--- src/rtl/fifo_stream_reader.sv ---
`default_nettype none
// +----------------------------------------------------------------------------+
// | Module      : fifo_stream_reader                                           |
// | Description : Read-side master for the circular fifo. Issues pops, absorbs |
// |               the fifo's 1-cycle read latency into a 2-entry skid buffer   |
// |               and re-presents the words as a valid/ready stream.           |
// | Option      : FIFO_READER_CNT_EN adds beat_cnt_o (delivered-word counter). |
// | Revision    : 1.0 - initial release                                        |
// +----------------------------------------------------------------------------+
module fifo_stream_reader #(
  parameter int XLEN  = 32
`ifdef FIFO_READER_CNT_EN
  ,
  parameter int CNT_W = 32
`endif
) (
  input  logic              clk_i,
  input  logic              rst_i,
  input  logic              flush_en_i,
  input  logic              fifo_empty_i,
  input  logic [XLEN-1:0]   fifo_data_i,
  output logic              fifo_pop_en_o,
  output logic              m_valid_o,
  output logic [XLEN-1:0]   m_data_o,
`ifdef FIFO_READER_CNT_EN
  output logic [CNT_W-1:0]  beat_cnt_o,
`endif
  input  logic              m_ready_i
);

  localparam logic [1:0] C_DEPTH = 2'd2;

  logic [XLEN-1:0] skid_q [2];
  logic            rd_q;
  logic            rd_d;
  logic [1:0]      cnt_q;
  logic [1:0]      cnt_d;
  logic            inflight_q;

  logic            w_fire;
  logic [1:0]      w_occ;
  logic            w_wr_idx;

  // Output view: head of the skid buffer, never bypassed from the fifo bus.
  assign m_valid_o = (cnt_q != 2'd0);
  assign m_data_o  = skid_q[rd_q];
  assign w_fire    = m_valid_o & m_ready_i;

  // Credits in use: buffered words plus the word already requested.
  assign w_occ    = cnt_q + {1'b0, inflight_q};
  // Landing slot for the in-flight word, wrapping over the two entries.
  assign w_wr_idx = rd_q ^ cnt_q[0];

  // Pop only when a slot is guaranteed free by the time the word arrives.
  assign fifo_pop_en_o = !fifo_empty_i && !flush_en_i && !rst_i &&
                         ((w_occ < C_DEPTH) || ((w_occ == C_DEPTH) && w_fire));

  // Next-state for occupancy and head pointer from capture/fire events.
  always_comb begin
    cnt_d = cnt_q;
    rd_d  = rd_q;
    unique case ({inflight_q, w_fire})
      2'b10:   cnt_d = cnt_q + 2'd1;
      2'b01:   cnt_d = cnt_q - 2'd1;
      default: cnt_d = cnt_q;
    endcase
    if (w_fire) begin
      rd_d = ~rd_q;
    end
  end

  // Buffer state; flush drops buffered and in-flight words, reset also clears data.
  always_ff @(posedge clk_i) begin
    if (rst_i) begin
      cnt_q      <= 2'd0;
      rd_q       <= 1'b0;
      inflight_q <= 1'b0;
      skid_q[0]  <= '0;
      skid_q[1]  <= '0;
    end else if (flush_en_i) begin
      cnt_q      <= 2'd0;
      rd_q       <= 1'b0;
      inflight_q <= 1'b0;
    end else begin
      cnt_q      <= cnt_d;
      rd_q       <= rd_d;
      inflight_q <= fifo_pop_en_o;
      if (inflight_q) begin
        skid_q[w_wr_idx] <= fifo_data_i;
      end
    end
  end

`ifdef FIFO_READER_CNT_EN
  logic [CNT_W-1:0] beat_cnt_q;

  // Delivered-word counter; survives flush, wraps naturally.
  always_ff @(posedge clk_i) begin
    if (rst_i) begin
      beat_cnt_q <= '0;
    end else if (w_fire) begin
      beat_cnt_q <= beat_cnt_q + {{(CNT_W-1){1'b0}}, 1'b1};
    end
  end

  assign beat_cnt_o = beat_cnt_q;
`endif

  // The credit rule must keep the buffer within its two entries.
  a_cnt_max: assert property (@(posedge clk_i) disable iff (rst_i)
    cnt_q <= C_DEPTH);
  a_no_overflow: assert property (@(posedge clk_i) disable iff (rst_i)
    !(inflight_q && (cnt_q == C_DEPTH) && !w_fire));

endmodule
`default_nettype wire

--- config.mk ---
export PLATFORM = sky130hd
export DESIGN_NAME = fifo_stream_reader
export DESIGN_NICKNAME = d
export VERILOG_FILES = /design/src/rtl/fifo_stream_reader.sv
export SDC_FILE = /design/constraint.sdc
export NUM_CORES = 1
export LEC_CHECK = 0
export CAP_MARGIN = 20
export CORE_MARGIN = 2
export CORE_UTILIZATION = 54
export DETAILED_ROUTE_END_ITERATION = 6
export PLACE_DENSITY = 0.85
export SYNTH_ARGS = -nofsm -noshare
export SYNTH_HDL_FRONTEND = slang
export SYNTH_SLANG_ARGS = --single-unit
export TNS_END_PERCENT = 10
--- constraint.sdc ---
create_clock -name clk_i -period 3.69 [get_ports clk_i]
set_clock_uncertainty 0.2 [all_clocks]
set_input_delay 0.5535 -clock clk_i [delete_from_list [all_inputs] [get_ports clk_i]]
set_output_delay 0.5535 -clock clk_i [all_outputs]
set_load 0.005 [all_outputs]
# Word level (Yosys, flattened, before mapping)
# Memories as Yosys holds them, arrays and structs flattened. A register that Yosys moved wholly into a read port is not among the register bits.
# Index checks and enable logic that the tools add are counted.
word_totals:
  ff_bits: 4
  ram_bits: 64
  input_bits: 37
  out_inout_bits: 34
  wordCells: 38
  memories: 1
mem_list:
  columns: ["name", "words", "word_bits", "read_ports", "rd_clocked_by_memory_dff", "write_ports", "line_no", "rtl"]
  rows:
  - ["skid_q", 2, 32, 1, 1, 2, "33", "logic [XLEN-1:0] skid_q [2];"]
classes:
  addsub: 3
  order_cmp: 1
  eq_ne: 3
  n_mux: 12
  bitwise: 3
  reduce_logical: 12
op_table:
  columns: ["op", "n"]
  rows:
  - ["32-bit 2-to-1 mux", 1]
  - ["32-bit OR reduction", 1]
  - ["1-bit 2-to-1 mux", 10]
  - ["2-bit equality test (second input constant)", 2]
  - ["1-bit logical AND", 4]
  - ["2-bit case mux with 2 select lines", 1]
  - ["2-bit nonzero test", 2]
  - ["1-bit zero test", 3]
  - ["2-bit by 1-bit adder with 2-bit output", 1]
  - ["2-bit by 1-bit adder with 2-bit output (second input constant)", 1]
  - ["2-bit by 1-bit equality test with 1-bit output (second input constant)", 1]
  - ["2-bit less-than comparator (second input constant)", 1]
  - ["2-bit OR reduction", 1]
  - ["2-bit by 1-bit subtractor with 2-bit output (second input constant)", 1]
  - ["1-bit AND", 1]
  - ["1-bit logical OR", 1]
  - ["1-bit NOT", 1]
  - ["1-bit bitwise XOR", 1]

# Depth between registers and ports, before layout
# Gate-level depths: netlist of run 1.
logic_depth:
  depth_word: 6
  mapped_depth: 6
  mapped_depth_nobuf: 5

# Least setup slack after synthesis of run 1
# Ideal clock, no wire load.
synth_path:
  kind: "input to register"
  startpoint: "in flush_en_i"
  endpoint: "mem skid_q[1][0] (enable)"
  setup_ps: 375
  t_arrival_ps: 1401
  slack_ps: 1714
  path_stages: 2
  path_buffers: 0
  cell_sequence: "nor4_4 > or2_2"
synth_rtl:
  columns: ["item", "line_no", "rtl"]
  rows:
  - ["start: declaration", "19", "input logic flush_en_i,"]
  - ["end: declaration", "33", null]

# Worst setup path in the final report of run 1
layout_path:
  startpoint: "reg cnt_q[0]"
  endpoint: "out fifo_pop_en_o"
layout_via:
  elab_chain_cells: 5
layout_rtl:
  columns: ["item", "line_no", "rtl"]
  rows:
  - ["start: declaration", "36", "logic [1:0] cnt_q;"]
  - ["start signal: assignment", "85", "cnt_q <= cnt_d;"]
  - ["2-bit by 1-bit adder with 2-bit output / 2-bit nonzero test (equally long branches)", "50, 45", null]
  - ["2-bit equality test / 1-bit AND (equally long branches)", "56, 47", null]
  - ["1-bit logical AND", "56", "((w_occ < C_DEPTH) || ((w_occ == C_DEPTH) && w_fire));"]
  - ["1-bit logical OR *", "56", null]
  - ["1-bit logical AND *", "55", "assign fifo_pop_en_o = !fifo_empty_i && !flush_en_i && !rst_i &&"]
  - ["end: declaration", "22", "output logic fifo_pop_en_o,"]
# Mark *: on every way between the ends. The rest lies on a longest branch, timed or not.

==> results.yml, run 1 <==
outcome:
  outcome: "complete, no violations"
power:
  switchingPower_mw: 0.306
  sw_frac_of_total: 0.204
  ir_drop_uv: 243
  power_density_mw_per_mm2: 377
  seqPwrFrac: 0.592
  internal-power_mw: 1.20
  p_comb_frac: 0.086
  p_clk_frac: 0.322
  leakagePower_nw: 1.48
global_routing:
  grt_first_pass_wirelength_um: 8510
  grt_max_degree: 34
  antenna_found_initial: 0
  grtUsageTotal: 0.185
  grt_pass1_vias: 1827
  overflow: 0
place:
  io_buffers: 70
  dp_cells: 336
  hpwl_um: 3430
  gp_congestion: 0.757
logic_synthesis:
  yosysSeqAreaShare: 0.657
  postSynthAreaPerCell_sq_um: 15.2
  synthTopCellsByArea: "edfxtp_1, mux2_2, and2_1, and2_2, dfxtp_1"
  synth_top_cell_area_share: 0.624
  ys_seq_elements: 69
  ys_top_cells_by_count: "edfxtp_1, and2_1, mux2_2"
  yosys_warnings: 0
  synth_enable_flop_cells: 64
  syn_area_sq_mm: 0.00308
  yosys.cell_count.top_type: "edfxtp_1"
  yosys_most_used_dff: "edfxtp_1"
  synthArstFlopShare: 0
  syn-num-nets: 241
  synth_cell_types: 28
  synthCells: 202
  synth_top_area_cell: "edfxtp_1"
timing:
  setup_tns_ns: 0
  setup_violations: 0
  period_minus_slack_ns: 2.95
  hold_violations: 0
  finalMaxSlewViolations: 0
  rsz0062_at_grt: "no"
  period_share: 0.800
  worstMarginPinSlew_ns: 0.804
  fmaxAchievable_mhz: 339
  maxSlewHeadroom: 0.464
detailed_routing:
  drcViolationCount: 0
  ant_nets: 0
  dr_total_vias: 1815
  dr.pass1.iters: 4
  wl_per_cell_um: 15.4
  drtIter0Drc: 115
  vias_per_cell: 5.17
  wirelength_um: 5400
cts:
  clk_latency_ns: 0.32
  ctsResizeCount: 0
  cts_tree: "done"
  clockRootBuffer: "clkbuf_8"
  cts_max_level: 3
  postCtsSetupBuffers: 0
  clkSlewWorstSetupHoldPaths_ns: 0.06
  cts_buffers: 9
  clk_path_buf_depth: 2
  cts_num_sinks: 69
  ctsHoldBuffers: 0
min_path:
  hp-class: "reg -> reg"
critical_path:
  crit_type: "reg -> out"
  required_ns: 2.94
  critPathArrivalTime_ns: 2.20
  cp_max_fo: 7
  setup.worst_path.end_class: "output port"
  cp-start-kind: "flop"
layout:
  final_cells: 351
  drive_gt1_frac: 0.251
  nFillCells: 384
  final_nets: 314
  n_antenna_cell: 0
  area_delta_synth_final_pct: 29.3
die:
  die_w_um: 79.5
  initial_utilization: 0.559
  rows: 27
  dieArea_sq_mm: 0.00632
  dieHeight_um: 79.5
  io_pins: 71
  fp.coreArea_sq_mm: 0.00551
job:
  maxCapViolCount: 0
==> cell families (layout without fill, tap and decap cells) <==
family,count (synthesis),in the layout,share of synthesized area
AND/OR/NAND/NOR,78,78,0.173
flip-flops,69,69,0.657
multiplexers,32,32,0.117
buffers and inverters,13,90,0.0219
AO/OA/AOI/OAI,4,4,0.00935
XOR/XNOR,4,4,0.0138
adder cells (fa/ha/maj),2,2,0.00813
==> path summary, 6_finish.rpt <==
path | from | end | slack [ns] | cells past startpoint
max | cnt_q[0] | fifo_pop_en_o | 0.74 | 5
max reg2reg | cnt_q[0] | skid_q[0][30] | 1.31 | 4
min reg2reg | cnt_q[1] | cnt_q[1] | 0.37 | 2
min | cnt_q[1] | cnt_q[1] | 0.37 | 2
==> routing by layer <==
layer / vias up / track usage / share of wire
met5: - / 0 / 0
met4: 0 / 0.102 / 0.017
met3: 8 / 0.0464 / 0.053
met2: 54 / 0.300 / 0.50
met1: 885 / 0.226 / 0.43
li1: 868 / - / -
==> placed cells by master (no fill, tap or decap) <==
master,count
clkinv_1,3
inv_1,2
xnor2_1,2
nor2b_1,1
dfxtp_1,5
mux2_1,2
nor4_4,1
and2_2,21
or2_2,3
nor3b_1,1
or3_1,1
xnor2_2,1
o21a_1,1
a21boi_0,1
ha_1,2
clkdlybuf4s50_1,70
clkinv_2,1
nor2_1,1
a211o_1,1
edfxtp_1,64
clkbuf_8,9
clkbuf_1,2
mux2_2,30
o21ai_0,1
nor3_1,3
nor4bb_1,2
and3_2,1
and2_1,43
buf_4,3
xor2_1,1
==> area by class of cell <==
type,instances,area [sq um],area share
clock buffer,11,131,0.0330
clock inverter,4,16.3,0.00409
inverter,2,7.51,0.00189
multi-input combinational,120,990,0.249
sequential,69,2020,0.508
tap,72,90.1,0.0226
timing repair buffer,73,723,0.182
==> critical path, cell delays in order, from the launching register on <==
cell and delay [ns]:
dfxtp_1 0.52, ha_1 0.30, nor2b_1 0.16, a211o_1 0.15, nor4bb_1 0.21, clkdlybuf4s50_1 0.55
==> flip-flops by register name, indices dropped and copies added, names as in the netlist, named ones only <==
register,cells
cnt_q,2
inflight_q,1
rd_q,1
skid_q,64
==> power groups by stage <==
stage | Combinational (mW) | Clock (mW) | Sequential [mW]
CTS | 0.131 | 0.492 | 0.890
floorplan | 0.0440 | 0 | 0.903
detailed placement | 0.130 | 0 | 0.907
global route | 0.140 | 0.520 | 0.892
global placement | 0.129 | 0 | 0.905
finish | 0.129 | 0.483 | 0.890
==> metrics by stage <==
stage	area, sq um	worst slack [ns]	hold WS (ns)	power [mW]	utilization
6_report	3980	0.737	0.367	1.50	0.723
5_1_grt	3980	0.609	0.410	1.55	0.723
4_1_cts	3980	0.702	0.366	1.51	0.723
3_5_place_dp	3830	0.688	0.348	1.04	0.696
3_3_place_gp	3830	0.723	0.321	1.03	0.696
2_1_floorplan	3080	1.71	0.293	0.947	-
(Power assumes the default switching activity.)
==> run 2: changes to the inputs <==
Settings changed: CORE_UTILIZATION 54 to 50, PLACE_DENSITY 0.85 to 0.8.
Clock period 3.69 ns to 2.9 ns, I/O delays scaled along.
==> run 2 against run 1 <==
  * Sequential share of layout area shrank 1.0 points
  * Clock-buffer cell count fell by 2
  * Highest routed layer unchanged
  * Worst hold slack got worse by 0.027 ns
  * Die area increased by 7.6%
  * Power up 36%
  * Core utilization decreased by 3.6 points
  * Combinational power increased by 30%
  * Routed wire length increased by 0.85%
  * Clock power increased by 54%
  * Global-route usage fell by 1.3 points
==> results.yml, run 2 (synthesized netlist as in run 1, its figures left out) <==
outcome:
  outcome: "complete, no violations"
cts:
  clk_path_buf_depth: 2
  ctsResizeCount: 1
  clockRootBuffer: "clkbuf_8"
  cts_buffers: 9
  cts_num_sinks: 69
  ctsHoldBuffers: 0
  cts_tree: "done"
  cts_max_level: 3
  clkSlewWorstSetupHoldPaths_ns: 0.07
  clk_latency_ns: 0.33
  postCtsSetupBuffers: 0
timing:
  period_minus_slack_ns: 2.80
  rsz0062_at_grt: "no"
  holdWs_ns: 0.340
  maxSlewHeadroom: 0.441
  setup_violations: 0
  setup_tns_ns: 0
  finalMaxSlewViolations: 0
  fmaxAchievable_mhz: 358
  hold_violations: 0
  worstMarginPinSlew_ns: 0.838
  period_share: 0.964
global_routing:
  overflow: 0
  antenna_found_initial: 0
  grt_pass1_vias: 1820
  grt_first_pass_wirelength_um: 8210
  met2_usage: 0.302
  grt_use_met3: 0.0337
  grtUsageTotal: 0.172
  top_usage_layer: "met2"
  grtUsageMet1: 0.185
  grt_max_degree: 33
detailed_routing:
  dr_total_vias: 1815
  wirelength_um: 5450
  drtIter0Drc: 98
  dr.pass1.iters: 4
  wl_per_cell_um: 15.1
  vias_per_cell: 5.04
  ant_nets: 0
  drcViolationCount: 0
layout:
  drive_gt1_frac: 0.284
  n_antenna_cell: 0
  largest_reg_flops: 64
  design_area_sq_mm: 0.00407
  reg_top3: "skid_q x64, cnt_q x2"
  final_cell_mix: "clkdlybuf4s50_1, edfxtp_1, and2_1"
  final_common_cell: "clkdlybuf4s50_1"
  final_nets: 319
  largest-register: "skid_q"
  area_delta_synth_final_pct: 32.0
place:
  io_buffers: 70
  placed_area_sq_mm: 0.00387
  hpwl_um: 3560
  gp_congestion: 0.792
die:
  io_pins: 71
  dieArea_sq_mm: 0.00680
  fp.coreArea_sq_mm: 0.00592
  rows: 28
  initial_utilization: 0.520
  die_w_um: 82.5
  dieHeight_um: 82.5
power:
  internal-power_mw: 1.62
  totalPowerFinal_mw: 2.04
  switchingPower_mw: 0.421
  leakagePower_nw: 1.52
  seqPwrFrac: 0.554
  p_comb_frac: 0.082
  ir_drop_uv: 308
  p_clk_frac: 0.364
  power_density_mw_per_mm2: 502
  sw_frac_of_total: 0.207
critical_path:
  cp-start-kind: "flop"
  critPathArrivalTime_ns: 2.16
  setup.worst_path.end_class: "output port"
  required_ns: 2.27
  cp_max_fo: 7
  crit_type: "reg -> out"
job:
  maxCapViolCount: 0
min_path:
  hp-class: "reg -> reg"
[run 2: power groups by stage]
stage | clock network (mW) | registers [mW] | logic, mW
floorplan | 0 | 1.15 | 0.0560
global placement | 0 | 1.15 | 0.166
detailed placement | 0 | 1.15 | 0.169
CTS | 0.759 | 1.13 | 0.171
global route | 0.799 | 1.13 | 0.181
finish | 0.742 | 1.13 | 0.168
[run 2: path summary, 6_finish.rpt]
kind              slack, ns      from  cells past startpoint       endpoint
setup / recovery       0.10  cnt_q[0]                      5  fifo_pop_en_o
hold / removal         0.34  cnt_q[1]                      2       cnt_q[1]
setup reg to reg       0.86  cnt_q[0]                      3   skid_q[0][8]
hold reg to reg        0.34  cnt_q[1]                      2       cnt_q[1]
[run 2: layout make-up]
class	count	area [sq um]
clock buffers	9	124
clock inverters	7	66.3
fillers	424	1860
inverters	2	7.51
multi-input cells	120	990
flip-flops and latches	69	2020
well taps	75	93.8
repair buffers	78	761
[run 2: stage by stage]
step / worst slack (ns) / utilization / std cells
6_report: 0.104 / 0.687 / 360
5_1_grt: 0.00880 / 0.687 / 360
4_1_cts: 0.0763 / 0.687 / 360
3_5_place_dp: 0.166 / 0.654 / 344
3_3_place_gp: 0.321 / 0.654 / 344
2_1_floorplan: 1.00 / - / 202
[run 2: metal layers]
metal | up-vias | part of all wire
li1 | 877 | -
met1 | 883 | 0.40
met2 | 47 | 0.54
met3 | 8 | 0.038
met4 | 0 | 0.019
met5 | - | 0
[run 2: critical path, cell delays in order (launching register included)]
cell             delay (ns)
dfxtp_2                0.42
ha_1                   0.25
nor2b_1                0.16
a211o_1                0.16
nor4bb_1               0.27
clkdlybuf4s50_1        0.57
==> run 3: changes to the inputs <==
Settings changed: SLEW_MARGIN set to 20.
==> results of run 3 <==
The final DEF is identical to that of run 2; final timing and power are the same.
